## config.mk

```make
export PLATFORM = sky130hd
export DESIGN_NAME = dpsk_mod_gen
export DESIGN_NICKNAME = d
export VERILOG_FILES = /design/src/rtl/dpsk_mod_gen.sv
export SDC_FILE = /design/constraint.sdc
export NUM_CORES = 1
export LEC_CHECK = 0
export CORE_MARGIN = 5
export CORE_UTILIZATION = 40
export DETAILED_ROUTE_END_ITERATION = 16
export HOLD_SLACK_MARGIN = 0.08
export PLACE_DENSITY_LB_ADDON = 0.25
export SLEW_MARGIN = 20
export SYNTH_ARGS = -nofsm -noshare
export SYNTH_HDL_FRONTEND = slang
export SYNTH_SLANG_ARGS = --single-unit
```

## constraint.sdc

```tcl
create_clock -name clk -period 1.2 [get_ports clk]
set_input_delay 0.24 -clock clk [delete_from_list [all_inputs] [get_ports clk]]
set_output_delay 0.24 -clock clk [all_outputs]
set_load 0.005 [all_outputs]
```

## src/rtl/dpsk_mod_gen.sv

```systemverilog
// Differential PSK modulator core: internal PRBS or external handshaked bit source,
// DBPSK/DQPSK differential phase encoding, phase held for SPS clocks per symbol.
module dpsk_mod_gen #(
  parameter int                LFSR_W = 7,
  parameter logic [LFSR_W-1:0] TAPS   = 7'h60,
  parameter logic [LFSR_W-1:0] SEED   = 7'h01,
  parameter int                SPS    = 4,
  parameter int                MODE   = 0
) (
  input  logic              clk,
  input  logic              rst,
  input  logic              load,
  input  logic [LFSR_W-1:0] seed_in,
  input  logic              src_sel,
  input  logic              enable,
  input  logic [1:0]        ext_data,
  input  logic              ext_valid,
  output logic              ext_ready,
  output logic [1:0]        phase_out,
  output logic              xor_result,
  output logic              sym_strobe,
  output logic              busy,
  output logic              underrun
);

  localparam bit                QPSK       = (MODE != 0);
  localparam int                CNT_W      = (SPS > 1) ? $clog2(SPS) : 1;
  localparam logic [CNT_W-1:0]  CNT_RELOAD = CNT_W'(SPS - 1);
  localparam logic [CNT_W-1:0]  CNT_ONE    = CNT_W'(1);

  typedef enum logic {
    IDLE = 1'b0,
    RUN  = 1'b1
  } state_t;

  state_t state, state_next;

  logic [LFSR_W-1:0] lfsr_p0;
  logic [CNT_W-1:0]  cnt_p0;
  logic              src_sel_p0;

  logic              boundary;
  logic              sym_fire;
  logic [LFSR_W-1:0] lfsr_s1;
  logic [LFSR_W-1:0] lfsr_s2;
  logic [LFSR_W-1:0] lfsr_adv;
  logic [1:0]        int_bits;
  logic [1:0]        ext_bits;
  logic [1:0]        sym_bits;

  function automatic logic [LFSR_W-1:0] lfsr_next(input logic [LFSR_W-1:0] s);
    return {s[LFSR_W-2:0], ^(s & TAPS)};
  endfunction

  // Differential increment in quarter turns; DQPSK uses Gray order so adjacent
  // phases differ in one bit.
  function automatic logic [1:0] phase_inc(input logic [1:0] bits);
    if (!QPSK) begin
      return bits[0] ? 2'd2 : 2'd0;
    end
    case (bits)
      2'b00:   return 2'd0;
      2'b01:   return 2'd1;
      2'b11:   return 2'd2;
      default: return 2'd3;
    endcase
  endfunction

  function automatic logic [LFSR_W-1:0] load_seed(input logic [LFSR_W-1:0] s);
    return (s == '0) ? SEED : s;
  endfunction

  // DQPSK consumes two LFSR steps in one cycle: b1 from the first, b0 from the second.
  always_comb begin
    lfsr_s1  = lfsr_next(lfsr_p0);
    lfsr_s2  = lfsr_next(lfsr_s1);
    lfsr_adv = QPSK ? lfsr_s2 : lfsr_s1;
    int_bits = QPSK ? {lfsr_p0[LFSR_W-1], lfsr_s1[LFSR_W-1]} : {1'b0, lfsr_p0[LFSR_W-1]};
    ext_bits = QPSK ? ext_data : {1'b0, ext_data[0]};
    sym_bits = src_sel_p0 ? ext_bits : int_bits;
  end

  always_ff @(posedge clk) begin
    if (!rst) begin
      state <= IDLE;
    end else begin
      state <= state_next;
    end
  end

  always_comb begin
    state_next = state;
    boundary   = 1'b0;
    case (state)
      IDLE: begin
        if (load) begin
          state_next = RUN;
        end
      end
      RUN: begin
        state_next = RUN;
        boundary   = enable && (cnt_p0 == '0);
      end
      default: state_next = IDLE;
    endcase
    ext_ready = boundary && src_sel_p0;
    sym_fire  = boundary && (!src_sel_p0 || ext_valid);
  end

  // ---- symbol stage: load has priority over enable and any boundary ----
  always_ff @(posedge clk) begin
    if (!rst) begin
      lfsr_p0    <= SEED;
      cnt_p0     <= '0;
      src_sel_p0 <= 1'b0;
      phase_out  <= 2'd0;
      sym_strobe <= 1'b0;
      underrun   <= 1'b0;
    end else if (load) begin
      lfsr_p0    <= load_seed(seed_in);
      cnt_p0     <= '0;
      src_sel_p0 <= src_sel;
      phase_out  <= 2'd0;
      sym_strobe <= 1'b0;
      underrun   <= 1'b0;
    end else if (boundary) begin
      cnt_p0 <= CNT_RELOAD;
      if (sym_fire) begin
        phase_out  <= phase_out + phase_inc(sym_bits);
        sym_strobe <= 1'b1;
        if (!src_sel_p0) begin
          lfsr_p0 <= lfsr_adv;
        end
      end else begin
        // Starved external slot: hold phase, flag it, keep symbol timing.
        sym_strobe <= 1'b0;
        underrun   <= 1'b1;
      end
    end else begin
      sym_strobe <= 1'b0;
      if (state == RUN && enable) begin
        cnt_p0 <= cnt_p0 - CNT_ONE;
      end
    end
  end

  assign xor_result = phase_out[1];
  assign busy       = (state == RUN);

endmodule

```

# Word level (Yosys, flattened, before mapping)
# Index checks and enable logic that the tools add are counted.
[totals] regBits=15 input_bits=15 out_inout_bits=7 word_cells=57
[classes] n_addsub=2 n_eq_ne=3 muxes=23 bitwise=4 n_reduce_logical=18
[op_table] cell="two-way mux 7 bit" count=5
[op_table] cell="two-way mux 2 bit" count=8
[op_table] cell="two-way mux 1 bit" count=8
[op_table] cell="zero test 7 bit" count=1
[op_table] cell="XOR reduction 7 bit" count=1
[op_table] cell="case mux 2 bit (3 select lines)" count=1
[op_table] cell="nonzero test 2 bit" count=3
[op_table] cell="logical AND 1 bit" count=4
[op_table] cell="zero test 2 bit" count=2
[op_table] cell="inverter 1 bit" count=4
[op_table] cell="AND reduction 2 bit" count=2
[op_table] cell="AND reduction 3 bit" count=1
[op_table] cell="OR reduction 3 bit" count=1
[op_table] cell="adder 2 bit" count=1
[op_table] cell="== test 1 x 2 -> 1 bit (second input constant)" count=1
[op_table] cell="inequality test 2 bit (second input constant)" count=1
[op_table] cell="case mux 1 bit (2 select lines)" count=1
[op_table] cell="OR reduction 2 bit" count=1
[op_table] cell="subtractor 2 x 1 -> 2 bit (second input constant)" count=1
[op_table] cell="== test 1 bit (second input constant)" count=1
[op_table] cell="zero test 1 bit" count=1
[op_table] cell="logical OR 1 bit" count=1

# Longest topological paths before layout
# Gate-level depths: netlist of the first run.
[logic_depth] depth_word=14 mapped_depth=6

# Least setup slack after synthesis of the first run
# Ideal clock, no wire load.
[synth_path] path_type="reg2reg" startpoint="register cnt_p0[0]" endpoint="register lfsr_p0[1]" setup_ns=0.122 arrival_time_ns=1.151 required_ns=1.078 slack_ns=-0.073 path_stages_with_launch=6 n_path_buf=1 synth_period_minus_slack_ns=1.273 cell_sequence="dfxtp_1 > inv_1 > ha_1 > and4b_4 > buf_6 > o311a_1"
[synth_via] elab_chain_cells=6
[synth_rtl] element="from (decl)" line_no="39" source="logic [CNT_W-1:0] cnt_p0;"
[synth_rtl] element="from (signal assigned)" line_no="142" source="cnt_p0 <= cnt_p0 - CNT_ONE;"
[synth_rtl] element="zero test 2 bit (*)" line_no="102" source="boundary = enable && (cnt_p0 == '0);"
[synth_rtl] element="logical AND 1 bit (*)" line_no="102"
[synth_rtl] element="two-way mux 1 bit (*)" line_no="94" source="case (state)"
[synth_rtl] element="logical AND 1 bit" line_no="107" source="sym_fire = boundary && (!src_sel_p0 || ext_valid);"
[synth_rtl] element="nonzero test 2 bit (no source line)"
[synth_rtl] element="AND reduction 3 bit (no source line) (*)"
[synth_rtl] element="to (signal assigned)" line_no="120" source="lfsr_p0 <= load_seed(seed_in);"
[synth_rtl] element="to (signal assigned)" line_no="132" source="lfsr_p0 <= lfsr_adv;"
[synth_rtl] element="to (decl)" line_no="38" source="logic [LFSR_W-1:0] lfsr_p0;"
# Mark *: on every way between the ends. The rest lies on a longest branch, timed or not.
# A chain may end at the register's enable or synchronous reset.

# Worst setup path in the final report of the first run
[layout_path] startpoint="register cnt_p0[1]" endpoint="output port ext_ready"
[layout_via] elab_chain_cells=4
[layout_rtl] element="zero test 2 bit" line_no="102"
[layout_rtl] element="logical AND 1 bit" line_no="102"
[layout_rtl] element="two-way mux 1 bit" line_no="94"
[layout_rtl] element="logical AND 1 bit" line_no="106" source="ext_ready = boundary && src_sel_p0;"
[layout_rtl] element="to (decl)" line_no="18" source="output logic ext_ready,"
# Every way passes these cells.

==> flow_metrics.tcl, run 1 <==
set metrics [dict create \
    min_from "load" \
    synth-edff-count 0 \
    setup_viol 11 \
    synthMuxAreaShare_pct 11.9 \
    fin_crit_ns 1.44 \
    r2r-end "underrun" \
    drc 0 \
    synth_top_area_cell "dfxtp_1" \
    critPathArrivalTime_ns 1.20 \
    grt_pass1_wl_um 2890 \
    whs_path_depth 3 \
    synth_fa_ha_area_share_pct 1.75 \
    dr.pass1.iters 2 \
    synth_top_family_by_area "compound AO/OA/AOI/OAI gates" \
    drt_iter0_drc 4 \
    syn_nets 92 \
    die_area_sq_um 2740 \
    synth_simple_gate_area_share_pct 14.0 \
    violations "setup timing" \
    track_usage_pct 14.2 \
    clock-sinks 14 \
    rsz0062_at_grt "yes" \
    dr_total_vias 699 \
    yosysTopAreaCellShare_pct 39.2 \
    async_flop_share_pct 0 \
    whs_ns 0.440 \
    timing.fmax_mhz 694 \
    core_area_sq_um 1710 \
    cp-startpoint "cnt_p0[1]" \
    post-dp-hpwl_um 1160 \
    final_hold_viol_count 0 \
    status "complete, but fails checks" \
    cts.clk_slew.worst_paths_ns 0.09 \
    layout-drive-gt1-share_pct 40.0 \
    cts_max_level 1 \
    ctsHoldBuffers 0 \
    wl_per_cell_um 13.2 \
    clockRootBuffer "clkbuf_4" \
    initial_core_util_pct 41.9 \
    netlist_top_cells_area "dfxtp_1 (39%), mux2i_1 (9.8%), o311a_1 (8.4%)" \
    fin_tns_setup_ns -1.01 \
    finalNonFillerCells 135 \
    required_ns 0.96 \
    power_density_nw_per_um2 960 \
    crit_path_end_kind "primary output" \
    antenna_found_initial 0 \
    syn_avg_cell_area_sq_um 9.42 \
    post-route-period-util_pct 120 \
    min_to "cnt_p0[1]" \
    clock_latency_ns 0.28 \
    ys_seq_area_share_pct 39.2 \
    synthCells 76 \
    postRouteWirelength_um 1780 \
    ys_warn_count 0 \
    peakVddDrop_mv 0.729 \
    cts_tree "done" \
    synthXorXnorAreaFrac_pct 1.22 \
    io_buffers 19 \
    synth_compound_area_share_pct 22.2 \
    io_pins 22 \
    cp-start-kind "register" \
    grt_max_degree 23 \
    r2r_setup_slack_ns -0.12 \
    synth_area_sq_um 716 \
    leakage_nw 0.514 \
    row_count 15 \
    gp_congestion 0.697 \
    grt_pass1_vias 671 \
    r2r-start "cnt_p0[1]" \
    place_inst 126 \
    hp-class "input pin to register" \
    ys.flop_type "dfxtp_1" \
    path_class "register to primary output" \
    slew_viol_final 0 \
    nets 127 \
    skew_ns 0.00327 \
    setup_ws_ns -0.242 \
    worstPathMaxFanout 2 \
    vias_per_cell 5.18 \
    synth_cell_type_count 33 \
    yosys_register_bits 14 \
    n_antenna_cell 0 \
    die_w_um 52.3 \
    synth_most_common_cell "dfxtp_1" \
    grt_overflow 0 \
    cap_violations 0 \
    area_delta_synth_final_pct 61.0 \
    clockBufferDepth 2 \
    die_h_um 52.3 \
    r2r.worst_path.cells 8 \
    drtAntennaViolNets 0 \
    synth_common_cells "dfxtp_1 (14), mux2i_1 (7), o311a_1 (6), inv_1 (5), o21ai_1 (4)" \
    cts_buffers 3 \
]
==> kinds of logic after synthesis <==
logic type	count (synthesis)
xor gates and xnor gates	1
and+or+nand+nor	17
AOI/OAI and AO/OA	22
DFF	14
buffers and inverters	12
adders and majority gates	1
other	1
muxes	8
==> placed cells by master (no fill, tap or decap), drive strengths merged, types with 2 or more instances in the layout <==
cell type and instances:
nand2 3, and4b 2, a21oi 3, buf 18
nor2 3, nand2b 2, inv 5, o21ai 7
dlygate4sd2 4, dfxtp 14, clkdlybuf4s50 12, mux2i 7
o311a 6, clkbuf 5
==> power by group <==
group | total (W) | switching (W) | internal (W) | leakage [nW]
Combinational | 0.000252 | 0.000101 | 0.000151 | 0.375
Sequential | 0.000512 | 0.0000193 | 0.000493 | 0.118
Clock | 0.000343 | 0.000158 | 0.000184 | 0.0210
==> through the flow <==
step	utilization, %	area, sq um	worst slack [ns]	power (W)
floorplan	-	719	-0.0120	0.000633
global placement	58.8	1000	-0.523	0.000730
detailed placement	58.8	1000	-0.533	0.000735
CTS	65.1	1110	-0.251	0.00110
global route	67.5	1150	-0.283	0.00117
finish	67.5	1150	-0.242	0.00111
==> sequential cells by signal, indices dropped and copies added (netlist names) <==
signal,count
src_sel_p0,1
phase_out,1
sym_strobe,1
underrun,1
busy,1
lfsr_p0,7
cnt_p0,2
==> final cells by class <==
cell class / instances / area (sq um)
flip-flops and latches: 14 / 290
well taps: 25 / 31.3
inverters: 5 / 18.8
repair buffers: 36 / 339
multi-input cells: 51 / 437
clock buffers: 4 / 36.3
fillers: 138 / 556
==> timing repair <==
item                       in CTS  in global routing
setup buffers                   5                  1
pin swaps                       7                  5
gates resized for setup        25                 15
setup endpoints to repair      14                 13
cloned                          1                  0
==> worst max path at each step <==
stage / to / slack (ns)
final: ext_ready / -0.24
after global routing: ext_ready / -0.28
after CTS: ext_ready / -0.25
after detailed placement: ext_ready / -0.53
after global placement: ext_ready / -0.52
after floorplan: lfsr_p0[1] / -0.01
==> worst max-delay path, stage by stage, from the launching register on <==
cell and delay [ns]:
dfxtp_2 0.34, inv_2 0.04, ha_4 0.14, and3_4 0.16, and2_4 0.13, buf_6 0.11
==> per-layer routing <==
metal | GRT usage (%) | share of wire, % | vias up
li1 | - | - | 348
met4 | 6.38 | 0.96 | 0
met2 | 24.4 | 49 | 16
met3 | 2.85 | 5.6 | 2
met5 | 0 | 0 | -
met1 | 16.9 | 44 | 333
(Power assumes the default switching activity.)
==> inputs of run 2 (changes only) <==
--- a/config.mk
+++ b/config.mk
@@ -8,6 +8,7 @@
 export CORE_MARGIN = 5
 export CORE_UTILIZATION = 40
 export DETAILED_ROUTE_END_ITERATION = 16
+export GPL_TIMING_DRIVEN = 1
 export HOLD_SLACK_MARGIN = 0.08
 export PLACE_DENSITY_LB_ADDON = 0.25
 export SLEW_MARGIN = 20
==> results of run 2 <==
Same layout as run 1: the final DEF is identical, and so are final timing and power.
